### config.mk
export PLATFORM = sky130hd
export DESIGN_NAME = sync_fifo_stream_reader_flat
export DESIGN_NICKNAME = d
export VERILOG_FILES = /design/src/rtl/sync_fifo_stream_reader_if.sv /design/src/rtl/sync_fifo_stream_reader.sv /design/src/flat_wrapper.sv
export SDC_FILE = /design/constraint.sdc
export NUM_CORES = 1
export LEC_CHECK = 0
export ABC_AREA = 1
export CELL_PAD_IN_SITES_DETAIL_PLACEMENT = 1
export CELL_PAD_IN_SITES_GLOBAL_PLACEMENT = 2
export CORE_MARGIN = 1.5
export CORE_UTILIZATION = 32
export DETAILED_ROUTE_END_ITERATION = 8
export GPL_TIMING_DRIVEN = 0
export PLACE_DENSITY = 0.89
export SLEW_MARGIN = 20
export SYNTH_ARGS = -nofsm -noshare
export SYNTH_HDL_FRONTEND = slang
export SYNTH_SLANG_ARGS = --single-unit
### constraint.sdc
create_clock -name clk -period 4.85 [get_ports clk]
set_input_delay 0.97 -clock clk [delete_from_list [all_inputs] [get_ports clk]]
set_output_delay 0.97 -clock clk [all_outputs]
set_load 0.01 [all_outputs]
### src/rtl/sync_fifo_stream_reader_if.sv
// -----------------------------------------------------------------------------
// sync_fifo_stream_reader_if
//
// Bundles the two sides of the FIFO stream reader:
//   FIFO read port : fifo_empty (in), fifo_rd_en (out), fifo_rd_data (in)
//   Output stream  : m_valid (out), m_data (out), m_ready (in)
//   Status         : words_out (out), count of accepted output words
//
// Modports:
//   master - the reader itself (drives rd_en, the stream and the counter)
//   slave  - the environment (FIFO plus downstream consumer)
// -----------------------------------------------------------------------------
interface sync_fifo_stream_reader_if #(
    parameter int DW = 8,
    parameter int CW = 16
);
    logic          fifo_empty;
    logic          fifo_rd_en;
    logic [DW-1:0] fifo_rd_data;
    logic          m_valid;
    logic [DW-1:0] m_data;
    logic          m_ready;
    logic [CW-1:0] words_out;

    modport master (
        input  fifo_empty,
        input  fifo_rd_data,
        input  m_ready,
        output fifo_rd_en,
        output m_valid,
        output m_data,
        output words_out
    );

    modport slave (
        output fifo_empty,
        output fifo_rd_data,
        output m_ready,
        input  fifo_rd_en,
        input  m_valid,
        input  m_data,
        input  words_out
    );
endinterface

### src/rtl/sync_fifo_stream_reader.sv
// -----------------------------------------------------------------------------
// sync_fifo_stream_reader
//
// Pops words from a synchronous FIFO read port and presents them as a
// valid/ready stream. The FIFO returns data one cycle after rd_en, so a
// 2-entry skid buffer holds words that are already on their way while the
// consumer stalls. A read is only issued when a buffer slot is guaranteed,
// so no word is ever dropped or duplicated, and one word per cycle is
// sustained when the consumer is always ready.
//
// Ports:
//   clk   - single clock, rising edge
//   rstn  - asynchronous, active-low reset
//   bus   - sync_fifo_stream_reader_if.master
//             fifo_empty / fifo_rd_en / fifo_rd_data : FIFO read port
//             m_valid / m_data / m_ready             : output stream
//             words_out                              : accepted-word counter (wraps)
// -----------------------------------------------------------------------------
module sync_fifo_stream_reader #(
    parameter int DW = 8,
    parameter int CW = 16
) (
    input  logic                      clk,
    input  logic                      rstn,
    sync_fifo_stream_reader_if.master bus
);

    // Skid buffer and bookkeeping
    logic [DW-1:0] r_buf [2];
    logic          r_rd_ptr;
    logic          r_wr_ptr;
    logic [1:0]    r_occ;
    logic          r_valid;     // mirrors (r_occ != 0), kept as its own flop
    logic          r_inflight;  // FIFO data arrives this cycle
    logic [CW-1:0] r_words_out;

    logic          w_accept;
    logic          w_capture;
    logic          w_rd_en;
    logic [2:0]    w_pending;
    logic [1:0]    w_occ_nxt;

    always_comb begin
        // NOTE: every signal written here gets a value before any branch, so
        // no path can leave one unassigned and infer a latch.
        w_accept  = r_valid & bus.m_ready;
        w_capture = r_inflight;
        w_occ_nxt = r_occ;

        // Credit check: words already held plus the one in flight, minus the
        // one leaving this cycle, must leave a free slot for a new read.
        w_pending = {1'b0, r_occ} + {2'b00, r_inflight} - {2'b00, w_accept};
        // rstn gates the read so the FIFO is never popped while held in reset.
        w_rd_en   = rstn & ~bus.fifo_empty & (w_pending < 3'd2);

        if (w_capture && !w_accept) begin
            w_occ_nxt = r_occ + 2'd1;
        end else if (!w_capture && w_accept) begin
            w_occ_nxt = r_occ - 2'd1;
        end
    end

    // Control state: pointers, occupancy, in-flight flag, counter.
    always_ff @(posedge clk or negedge rstn) begin
        if (!rstn) begin
            r_rd_ptr    <= 1'b0;
            r_wr_ptr    <= 1'b0;
            r_occ       <= 2'd0;
            r_valid     <= 1'b0;
            r_inflight  <= 1'b0;
            r_words_out <= '0;
        end else begin
            // NOTE: state registers use non-blocking assignment so every flop
            // samples pre-edge values regardless of statement order.
            r_inflight <= w_rd_en;
            r_occ      <= w_occ_nxt;
            r_valid    <= (w_occ_nxt != 2'd0);
            if (w_capture) begin
                r_wr_ptr <= ~r_wr_ptr;
            end
            if (w_accept) begin
                r_rd_ptr    <= ~r_rd_ptr;
                r_words_out <= r_words_out + CW'(1);
            end
        end
    end

    // Buffer storage.
    always_ff @(posedge clk or negedge rstn) begin
        if (!rstn) begin
            // NOTE: this small storage array is reset on purpose: m_data is
            // read straight from it and must show 0 during and after reset.
            r_buf[0] <= '0;
            r_buf[1] <= '0;
        end else if (w_capture) begin
            r_buf[r_wr_ptr] <= bus.fifo_rd_data;
        end
    end

    assign bus.fifo_rd_en = w_rd_en;
    assign bus.m_valid    = r_valid;
    assign bus.m_data     = r_buf[r_rd_ptr];
    assign bus.words_out  = r_words_out;

endmodule
### src/flat_wrapper.sv
// flat-port wrapper written by rule: the top's interface ports become plain ports
module sync_fifo_stream_reader_flat 
#(
    parameter int DW = 8,
    parameter int CW = 16
)
  (clk, rstn, bus_fifo_empty, bus_fifo_rd_data, bus_m_ready, bus_fifo_rd_en, bus_m_valid, bus_m_data, bus_words_out);
  sync_fifo_stream_reader_if #(.DW(DW), .CW(CW)) bus_i ();
  input  logic clk;
  input  logic rstn;
  input wire logic [$bits(bus_i.fifo_empty)-1:0] bus_fifo_empty;
  input wire logic [$bits(bus_i.fifo_rd_data)-1:0] bus_fifo_rd_data;
  input wire logic [$bits(bus_i.m_ready)-1:0] bus_m_ready;
  output wire logic [$bits(bus_i.fifo_rd_en)-1:0] bus_fifo_rd_en;
  output wire logic [$bits(bus_i.m_valid)-1:0] bus_m_valid;
  output wire logic [$bits(bus_i.m_data)-1:0] bus_m_data;
  output wire logic [$bits(bus_i.words_out)-1:0] bus_words_out;
  assign bus_i.fifo_empty = bus_fifo_empty;
  assign bus_i.fifo_rd_data = bus_fifo_rd_data;
  assign bus_i.m_ready = bus_m_ready;
  assign bus_fifo_rd_en = bus_i.fifo_rd_en;
  assign bus_m_valid = bus_i.m_valid;
  assign bus_m_data = bus_i.m_data;
  assign bus_words_out = bus_i.words_out;
  sync_fifo_stream_reader #(.DW(DW), .CW(CW)) u_core (.clk(clk), .rstn(rstn), .bus(bus_i));
endmodule
# [Word level (Yosys, flattened, before mapping)]
# Index checks and enable logic that the tools add are counted.
[word_totals] reg_bits=38 out_inout_bits=26 inputBits=12
[classes] mux=8 order_cmp=4 bitwise=8 n_addsub=5 n_reduce_logical=6
[ops] cell="8-bit two-way mux" count=4
[ops] cell="16-bit by 1-bit adder with 16-bit output, second input constant" count=1
[ops] cell="16-bit bitwise mux" count=1
[ops] cell="8-bit demux with 1-bit select" count=1
[ops] cell="2-bit >= comparator, second input constant" count=2
[ops] cell="2-bit two-way mux" count=2
[ops] cell="1-bit inverter with 2-bit output" count=2
[ops] cell="2-bit by 1-bit adder with 3-bit output" count=1
[ops] cell="1-bit bitwise AND" count=3
[ops] cell="1-bit logical AND" count=3
[ops] cell="3-bit by 2-bit less-than comparator with 1-bit output, second input constant" count=1
[ops] cell="1-bit inverter" count=3
[ops] cell="3-bit by 1-bit subtractor with 3-bit output" count=1
[ops] cell="2-bit by 1-bit adder with 2-bit output, second input constant" count=1
[ops] cell="1-bit logical NOT" count=2
[ops] cell="2-bit by 1-bit less-than comparator with 1-bit output, second input constant" count=1
[ops] cell="2-bit nonzero test" count=1
[ops] cell="2-bit by 1-bit subtractor with 2-bit output, second input constant" count=1

# [Logic depth before layout (Yosys ltp)]
# Gate-level depths: netlist of the first run.
[depth] depth_word=6 ltp_mapped=7 ltp_nobuf=7

# [Least setup slack after synthesis of the first run]
# Ideal clock, no wire load.
[synth_timing] path_kind="input to output" start="in bus_m_ready" end="out bus_fifo_rd_en" path_buffers=0 t_arrival_ns=2.253 slack_ns=1.627 cell_stages=7 path_cell_list="nand2_2 > inv_1 > nand2_1 > nand3_1 > fa_1 > nand2_1 > nor3_1"
[synth_between] elab_chain_cells=4
[synth_lines] element="from (decl)" line="flat_wrapper.sv:13" text="input wire logic [$bits(bus_i.m_ready)-1:0] bus_m_ready;"
[synth_lines] element="1-bit bitwise AND" line="sync_fifo_stream_reader.sv:46" text="w_accept = r_valid & bus.m_ready;"
[synth_lines] element="3-bit by 1-bit subtractor with 3-bit output" line="sync_fifo_stream_reader.sv:52" text="w_pending = {1'b0, r_occ} + {2'b00, r_inflight} - {2'b00, w_accept};"
[synth_lines] element="3-bit by 2-bit less-than comparator with 1-bit output" line="sync_fifo_stream_reader.sv:54" text="w_rd_en = rstn & ~bus.fifo_empty & (w_pending < 3'd2);"
[synth_lines] element="1-bit bitwise AND" line="sync_fifo_stream_reader.sv:54"
[synth_lines] element="to (decl)" line="flat_wrapper.sv:14" text="output wire logic [$bits(bus_i.fifo_rd_en)-1:0] bus_fifo_rd_en;"
# Every way passes these cells.

# [Final worst setup path of the first run]
# Ends and elaborated chain as after synthesis.

==> results by stage, run 1 <==
CTS:
- In this run, CTS created clock tree buffers numbering 5.
- In this run the number of H-tree levels came out at 2.
- The hold buffer count at CTS is 0.
- The clock root buffer master is clkbuf_8.
- The clock latency on the worst-skew pair is 0.29 ns.
- Clock-pin slew was measured on the worst setup and hold paths at 0.08 ns.
- The clock passes through at most 2 buffers.
- The count of clock tree sinks is 38.
- The number of setup buffers added after CTS is 0.
- The CTS tree is built.
- Post-CTS repair changed the size of 0 cells.

Setup path:
- The maximum fanout along the worst path is 8.
- The cell occurring most often along the worst timing path is clkdlybuf4s50_1.
- STA puts the critical path data required time at 3.88 ns.
- For this run, the slowest stage of the critical path takes 0.58 ns.
- Walking the worst path, the cells encountered are clkdlybuf4s50_1, nand2_2, inv_1, or2_1, nand3_1, fa_1, nand2_1, nor3_1, clkdlybuf4s50_1.
- STA classifies the critical path endpoint as an output port.
- The class of the most critical setup path is input pin to output port.
- Data arrives at the worst endpoint at 3.41 ns.
- For this design, the slowest cell found on the critical path is clkdlybuf4s50_1.
- STA classifies the critical path startpoint as an input pin.

Placement:
- The global placement routability congestion is 0.7359.
- During placement, the flow inserted port buffers numbering 37.
- Once detailed placement completed, the half-perimeter wirelength came to 3100 µm.

Pwr:
- IR analysis of the VDD net gives a maximum drop of 0.1984 mV.
- The total leakage power is 0.001170 µW.
- Power spread over the standard cell area amounts to 567.5 nW/µm².

Die:
- The count of standard-cell rows is 27.
- The core box area is 5507 µm².
- The boundary pin count is 38.
- The initial utilization of the core area, before any placement, comes to 0.3306.
- The die extent in x is 78.43 µm.
- From bottom edge to top edge, the die measures 78.43 µm.
- The die covers 6150 µm².

Layout:
- The leading cell type in the layout, fill and taps excluded is nand2_1.
- Relative to the synthesized area, the layout overhead comes to 33.95%.
- The top cell types in the final layout, fill and taps aside, are nand2_1 (85), dfrtp_1 (38), clkdlybuf4s50_1 (36).
- The number of antenna diodes in the final layout is 0.
- After the last flow step, the layout net total stands at 275.
- In the final layout, the share of cells above drive strength 1 is 0.09924.

Run:
- The max capacitance violation total is 0.

GRT:
- The global router's overall resource usage is 0.1573.
- Entering global routing, the biggest net connects 32 pins.
- The via count of the first global-routing pass is 1,587.
- The first global-routing pass estimated 7514 µm of wire.
- The initial antenna violation count is 0.
- The total global routing overflow is 0.

STA:
- The number of pins with negative max-slew slack in the final report is 0.
- The part of the cycle the worst path needs is 0.9030.
- The final count of hold timing violations is 0.
- The total negative setup slack is 0 ns.
- The setup violation total in the final timing report is 0.
- The worst path in the final design needs a cycle of 4.380 ns, including I/O delays and setup.
- The slew of the pin with the lowest slew margin is 0.3837 ns.
- The max-slew headroom at the worst pin is 0.7433.
- Setup repair after global routing left no endpoint under its margin.
- The maximum operating frequency is 228.3 MHz.
- Hold is met by 0.4891 ns.
- Between clock sinks in the finished design, the worst skew comes to 0.005267 ns.

Yosys:
- During synthesis, Yosys emitted a total of 0 warnings.
- In this run, synthesis produced a sequential element count of 38.
- Of the total synthesized cell area, the portion taken by XOR and XNOR cells is 0.04330.
- Of the total synthesized cell area, the portion taken by full adders, half adders and majority gates is 0.01787.
- The mapped cell area is 1820 µm².
- Counting every net in the synthesized netlist gives 230.
- Of the total synthesized cell area, the portion taken by AND, OR, NAND and NOR gates is 0.2687.
- Synthesis instantiated 24 different standard cells from the library.
- Synthesis handed over a netlist of 216 instances.
- After synthesis, the share of cell area in mux cells is 0.
- After synthesis, the largest family of logic cells by area is simple AND/OR/NAND/NOR gates.
- Dividing the synthesized area by the synthesized cell count gives 8.428 µm².
- The sequential share of the synthesized area is 0.5223.
- The fraction of the mapped netlist area in compound gates is 0.07423.

Hold path:
- The path class of the lowest-slack min-delay path is register to register.

Route:
- The number of DRC violations after detailed routing is 0.
- The ratio of routed vias to standard cells is 4.491.
- The iteration count of the initial detailed-routing pass is 4.
- Summing over every cut layer, the via total after detailed routing is 1,500.
- In this run, the number of DRC markers left after iteration 0 of detailed routing was 58.
- After detailed routing, the total wire length is 4207 µm.
- Once detail routing completed, the nets flagged for antenna violations numbered 0.
- The wire length per cell after detailed routing is 12.60 µm.

Outcome:
- The flow ran to the end, and the final reports show no timing, DRC or antenna violations.
==> critical path, delay by kind of cell <==
family | cells | cell delay (ns)
buffers and inverters | 3 | 1.24
AND/OR/NAND/NOR | 5 | 0.68
adder cells (fa/ha/maj) | 1 | 0.51
==> flip-flops by register name, indices dropped and copies added (netlist names) <==
register / flops
u_core.r_buf: 16
u_core.r_wr_ptr: 1
u_core.bus.m_valid: 1
u_core.bus.words_out: 16
u_core.r_rd_ptr: 1
u_core.r_occ: 2
u_core.r_inflight: 1
==> layer usage <==
| metal | part of all wire | vias to the layer above | global-route usage |
|---|---|---|---|
| li1 | - | 756 | - |
| met1 | 0.46 | 714 | 0.1990 |
| met2 | 0.49 | 24 | 0.2678 |
| met3 | 0.032 | 6 | 0.03488 |
| met4 | 0.014 | 0 | 0.04821 |
| met5 | 0 | - | 0 |
==> stage by stage <==
stage                       util  std cells  total power, µW  instance area [µm²]  setup WS, ns
after floorplan                -        216            811.4                 1821         1.627
after global placement    0.4142        325             1042                 2281        0.1355
after detailed placement  0.4170        326             1065                 2296        0.4341
after CTS                 0.4429        334             1406                 2439        0.4173
after global routing      0.4429        334             1494                 2439        0.3056
final                     0.4429        334             1384                 2439        0.4704
==> Yosys cell counts <==
cell type / number / share of area
nor2_1: 11 / 0.023
inv_1: 23 / 0.047
buf_2: 1 / 0.0027
nor3_1: 3 / 0.0082
inv_2: 1 / 0.0021
or2_1: 2 / 0.0069
nor2_2: 1 / 0.0034
clkinv_1: 1 / 0.0021
nor3_2: 1 / 0.0055
fa_1: 1 / 0.011
xnor2_1: 4 / 0.019
nand2_1: 85 / 0.18
nand3b_1: 3 / 0.012
o21ai_0: 13 / 0.036
buf_12: 1 / 0.011
nand3_1: 5 / 0.014
buf_6: 1 / 0.0062
clkbuf_1: 1 / 0.0021
nand2_2: 2 / 0.0069
dfrtp_1: 38 / 0.52
nand4_1: 4 / 0.014
xor2_1: 5 / 0.024
o21ai_2: 8 / 0.038
ha_1: 1 / 0.0069
==> path summary, 6_finish.rpt <==
check,start,endpoint,slack (ns),cells past startpoint
hold / removal,u_core.r_buf[12],u_core.r_buf[12],0.49,2
min in group asynchronous,rstn,u_core.bus.words_out[15],0.54,1
hold reg to reg,u_core.r_buf[12],u_core.r_buf[12],0.49,2
setup reg to reg,u_core.bus.m_valid,u_core.r_inflight,2.95,7
max in group asynchronous,rstn,u_core.bus.words_out[8],3.87,2
setup / recovery,bus_m_ready,bus_fifo_rd_en,0.47,9
==> power by group <==
group | internal (µW) | switching [µW] | leakage, µW
sequential | 432 | 86.1 | 0.000468
clock | 219 | 114 | 0.0000714
combinational | 271 | 261 | 0.000631
total | 922 | 462 | 0.00117
==> cell type report <==
cell class                      count  area [µm²]
Fill cell                         643        3068
Tap cell                           72       90.09
Buffer                              4       40.04
Clock inverter                      2       60.06
Sequential cell                    38       950.9
Timing Repair Buffer               38       385.4
Multi-Input combinational cell    149       735.7
Clock buffer                        6       82.58
Inverter                           25       93.84
==> cells by family (layout without fill, tap and decap cells) <==
logic type / Yosys count / in the layout
AO/OA/AOI/OAI: 21 / 21
XOR/XNOR: 9 / 9
adder cells (fa/ha/maj): 2 / 2
buffers and inverters: 29 / 75
flip-flops: 38 / 38
AND/OR/NAND/NOR: 117 / 117
No activity file was read; power rests on OpenSTA's default activity.
==> inputs of run 2 (changes only) <==
--- a/config.mk
+++ b/config.mk
@@ -6,14 +6,14 @@
 export NUM_CORES = 1
 export LEC_CHECK = 0
 export ABC_AREA = 1
+export CAP_MARGIN = 15
 export CELL_PAD_IN_SITES_DETAIL_PLACEMENT = 1
 export CELL_PAD_IN_SITES_GLOBAL_PLACEMENT = 2
 export CORE_MARGIN = 1.5
 export CORE_UTILIZATION = 32
 export DETAILED_ROUTE_END_ITERATION = 8
-export GPL_TIMING_DRIVEN = 0
+export GPL_TIMING_DRIVEN = 1
 export PLACE_DENSITY = 0.89
-export SLEW_MARGIN = 20
 export SYNTH_ARGS = -nofsm -noshare
 export SYNTH_HDL_FRONTEND = slang
 export SYNTH_SLANG_ARGS = --single-unit
==> results by stage, run 2 (synthesis gave the netlist of run 1 again) <==
CTS:
- The CTS tree is built (unchanged).
- The clock latency on the worst-skew pair was 0.29 ns (about the same).
- The count of clock tree sinks is 38 (unchanged).
- The clock root buffer master is clkbuf_8 (unchanged).
- The number of setup buffers added after CTS was 0 (unchanged).
- The maximum buffer depth of the clock tree is 2 (unchanged).
- The number of gates resized after cts is 0 (unchanged).
- The clock-pin slew of the registers on the worst-case setup and hold paths is 0.07 ns (was 0.08 ns).
- The CTS buffer count is 5 (unchanged).
- The hold buffer count at CTS is 0 (unchanged).
- The count of H-tree levels built during CTS is 2 (unchanged).

Die:
- The height of the chip is 78.43 µm (unchanged).
- The area of the die is 6150 µm² (unchanged).
- The starting utilization of the core area is 0.3306 (unchanged).
- The core box area is 5507 µm² (unchanged).
- The boundary pin count came to 38 (unchanged).
- The die extent in x is 78.43 µm (unchanged).
- The count of standard-cell rows came to 27 (unchanged).

Pwr:
- The power per unit of standard cell area is 531.1 nW/µm² (was 567.5 nW/µm²).
- The total internal power is 786.4 µW (was 922.0 µW).
- The share of total power consumed by net switching is 0.3616 (was 0.3337).
- The combinational share of power is 0.404 (was 0.385).
- The relative contribution of the clock network to total power is 0.166 (was 0.241).
- The proportion of power drawn by flip-flops and latches is 0.430 (was 0.374).
- The total leakage power is 0.001111 µW (was 0.001170 µW).
- The switching power was 445.5 µW (was 461.8 µW).
- The total power is 1232 µW (was 1384 µW).
- The largest vdd supply drop is 0.2223 mV (was 0.1984 mV).

GRT:
- The via count of the first global-routing pass is 1,517 (was 1,587).
- The global router's overall resource usage is 0.1520 (was 0.1573).
- The largest net degree at the start of global routing came to 39 (was 32).
- The total global routing overflow is 0 (unchanged).
- The initial antenna violation count is 0 (unchanged).
- The global-route wire length before repair came to 7176 µm (was 7514 µm).

Layout:
- The final layout net count is 271 (was 275).
- The share of layout cells above drive strength 1 was 0.07782 (was 0.09924).
- Top library cells by usage in the layout, fill and taps aside: nand2_1 (85), dfrtp_1 (38), clkdlybuf4s50_1 (36) (unchanged).
- The leading cell type in the layout, fill and taps excluded is nand2_1 (unchanged).
- The number of inserted diodes came to 0 (unchanged).
- The utilization after layout is 0.4213 (was 0.4429).
- The relative area change from synthesis to final layout is 27.42% (was 33.95%).
- The finished layout cell area is 2320 µm² (was 2439 µm²).

STA:
- The final count of hold timing violations came to 0 (unchanged).
- The total negative setup slack was 0 ns (unchanged).
- The minimum period implied by the final worst setup slack came to 4.282 ns (was 4.380 ns).
- Unrepaired setup endpoints after global routing: false (unchanged).
- The worst clock skew is 0.003749 ns (was 0.005267 ns).
- The max-slew headroom at the worst pin is 0.4896 (was 0.7433).
- The tightest hold margin is 0.4856 ns (was 0.4891 ns).
- The maximum operating frequency came to 233.6 MHz (was 228.3 MHz).
- The number of pins with negative max-slew slack in the final report is 0 (unchanged).
- The slew of the pin with the lowest slew margin came to 0.7657 ns (was 0.3837 ns).
- The part of the cycle the worst path needs is 0.8828 (was 0.9030).
- The setup violation total in the final timing report is 0 (unchanged).

Setup path:
- The maximum fanout along the worst path is 8 (unchanged).
- The critical path arrival is 3.31 ns (was 3.41 ns).
- Worst path cell trace: clkdlybuf4s50_1, nand2_2, inv_1, or2_1, nand3_1, fa_1, nand2_1, nor3_1, clkdlybuf4s50_1 (unchanged).
- The class of the most critical setup path is input pin to output port (unchanged).
- The slowest stage cell on the critical path is clkdlybuf4s50_1 (unchanged).
- The required time at the worst-slack endpoint was 3.88 ns (about the same).
- The cell occurring most often along the worst timing path was clkdlybuf4s50_1 (unchanged).
- The maximum cell stage delay along the critical path is 0.58 ns (about the same).
- The critical path capture point type is an output port (unchanged).
- The kind of start point of the critical path is an input pin (unchanged).

Route:
- The number of DRC violations after detailed routing came to 0 (unchanged).
- The highest layer used for signal routing is met4 (unchanged).
- The number of violations reported at the end of detailed-routing iteration 0 is 105 (was 58).
- The ratio of routed vias to standard cells came to 4.514 (was 4.491).
- The wire length reported by the detailed router came to 4092 µm (was 4207 µm).
- The met1 routed wirelength after detailed routing is 2006 µm (was 1949 µm).
- The detailed route wirelength on metal3 is 166 µm (was 133 µm).
- The number of nets with antenna violations after detailed routing is 0 (unchanged).
- The wire length per cell after detailed routing is 12.44 µm (was 12.60 µm).
- The detailed-routed wire length on met2 came to 1837 µm (was 2064 µm).
- The count of vias placed by the detailed router is 1,485 (was 1,500).
- The iteration count of the initial detailed-routing pass came to 4 (unchanged).

Placement:
- The placement-stage cell area was 2243 µm² (was 2296 µm²).
- The placed wire-length estimate is 2938 µm (was 3100 µm).
- The global placement routability congestion is 0.7721 (was 0.7359).
- The number of I/O port buffers was 37 (unchanged).

Hold path:
- The path class of the lowest-slack min-delay path is register to register (unchanged).

Run:
- The max capacitance violation total is 0 (unchanged).

Outcome:
- Result of the run: finished, final reports clean (unchanged).
## run 2: area by class of cell
cell class	count	area [µm²]
Clock buffer	7	76.32
Fill cell	658	3187
Inverter	25	93.84
Multi-Input combinational cell	149	735.7
Sequential cell	38	950.9
Tap cell	72	90.09
Timing Repair Buffer	38	372.9
## run 2: worst paths after layout
path | start | end | slack, ns | cells after the start
min in group asynchronous | rstn | u_core.bus.words_out[11] | 0.79 | 2
setup reg to reg | u_core.bus.m_valid | u_core.r_inflight | 3.06 | 7
hold / removal | u_core.r_buf[13] | u_core.r_buf[13] | 0.49 | 2
max in group asynchronous | rstn | u_core.r_occ[1] | 3.72 | 2
hold reg to reg | u_core.r_buf[13] | u_core.r_buf[13] | 0.49 | 2
setup / recovery | bus_m_ready | bus_fifo_rd_en | 0.57 | 9
## run 2: power by group through the flow
| stage | sequential, µW | clock [µW] | combinational, µW |
|---|---|---|---|
| final | 529 | 205 | 498 |
| after CTS | 531 | 217 | 508 |
| after detailed placement | 535 | 0 | 505 |
| after global placement | 532 | 0 | 496 |
| after floorplan | 516 | 0 | 296 |
| after global routing | 550 | 228 | 566 |
## run 2: metrics by stage
| step | setup slack, ns | std cells |
|---|---|---|
| floorplan | 1.627 | 216 |
| global placement | 0.6082 | 322 |
| detailed placement | 0.5403 | 322 |
| CTS | 0.5356 | 329 |
| global route | 0.3906 | 329 |
| finish | 0.5685 | 329 |
## run 2: layer usage
| layer | track usage | up-vias |
|---|---|---|
| met5 | 0 | - |
| met4 | 0.05536 | 0 |
| met3 | 0.04767 | 8 |
| met2 | 0.2357 | 28 |
| met1 | 0.1996 | 705 |
| li1 | - | 744 |
## run 2: worst max-delay path: cells and delay by family
kind	cells	cell delay (ns)
adder cells (fa/ha/maj)	1	0.49
buffers and inverters	3	1.21
AND/OR/NAND/NOR	5	0.63
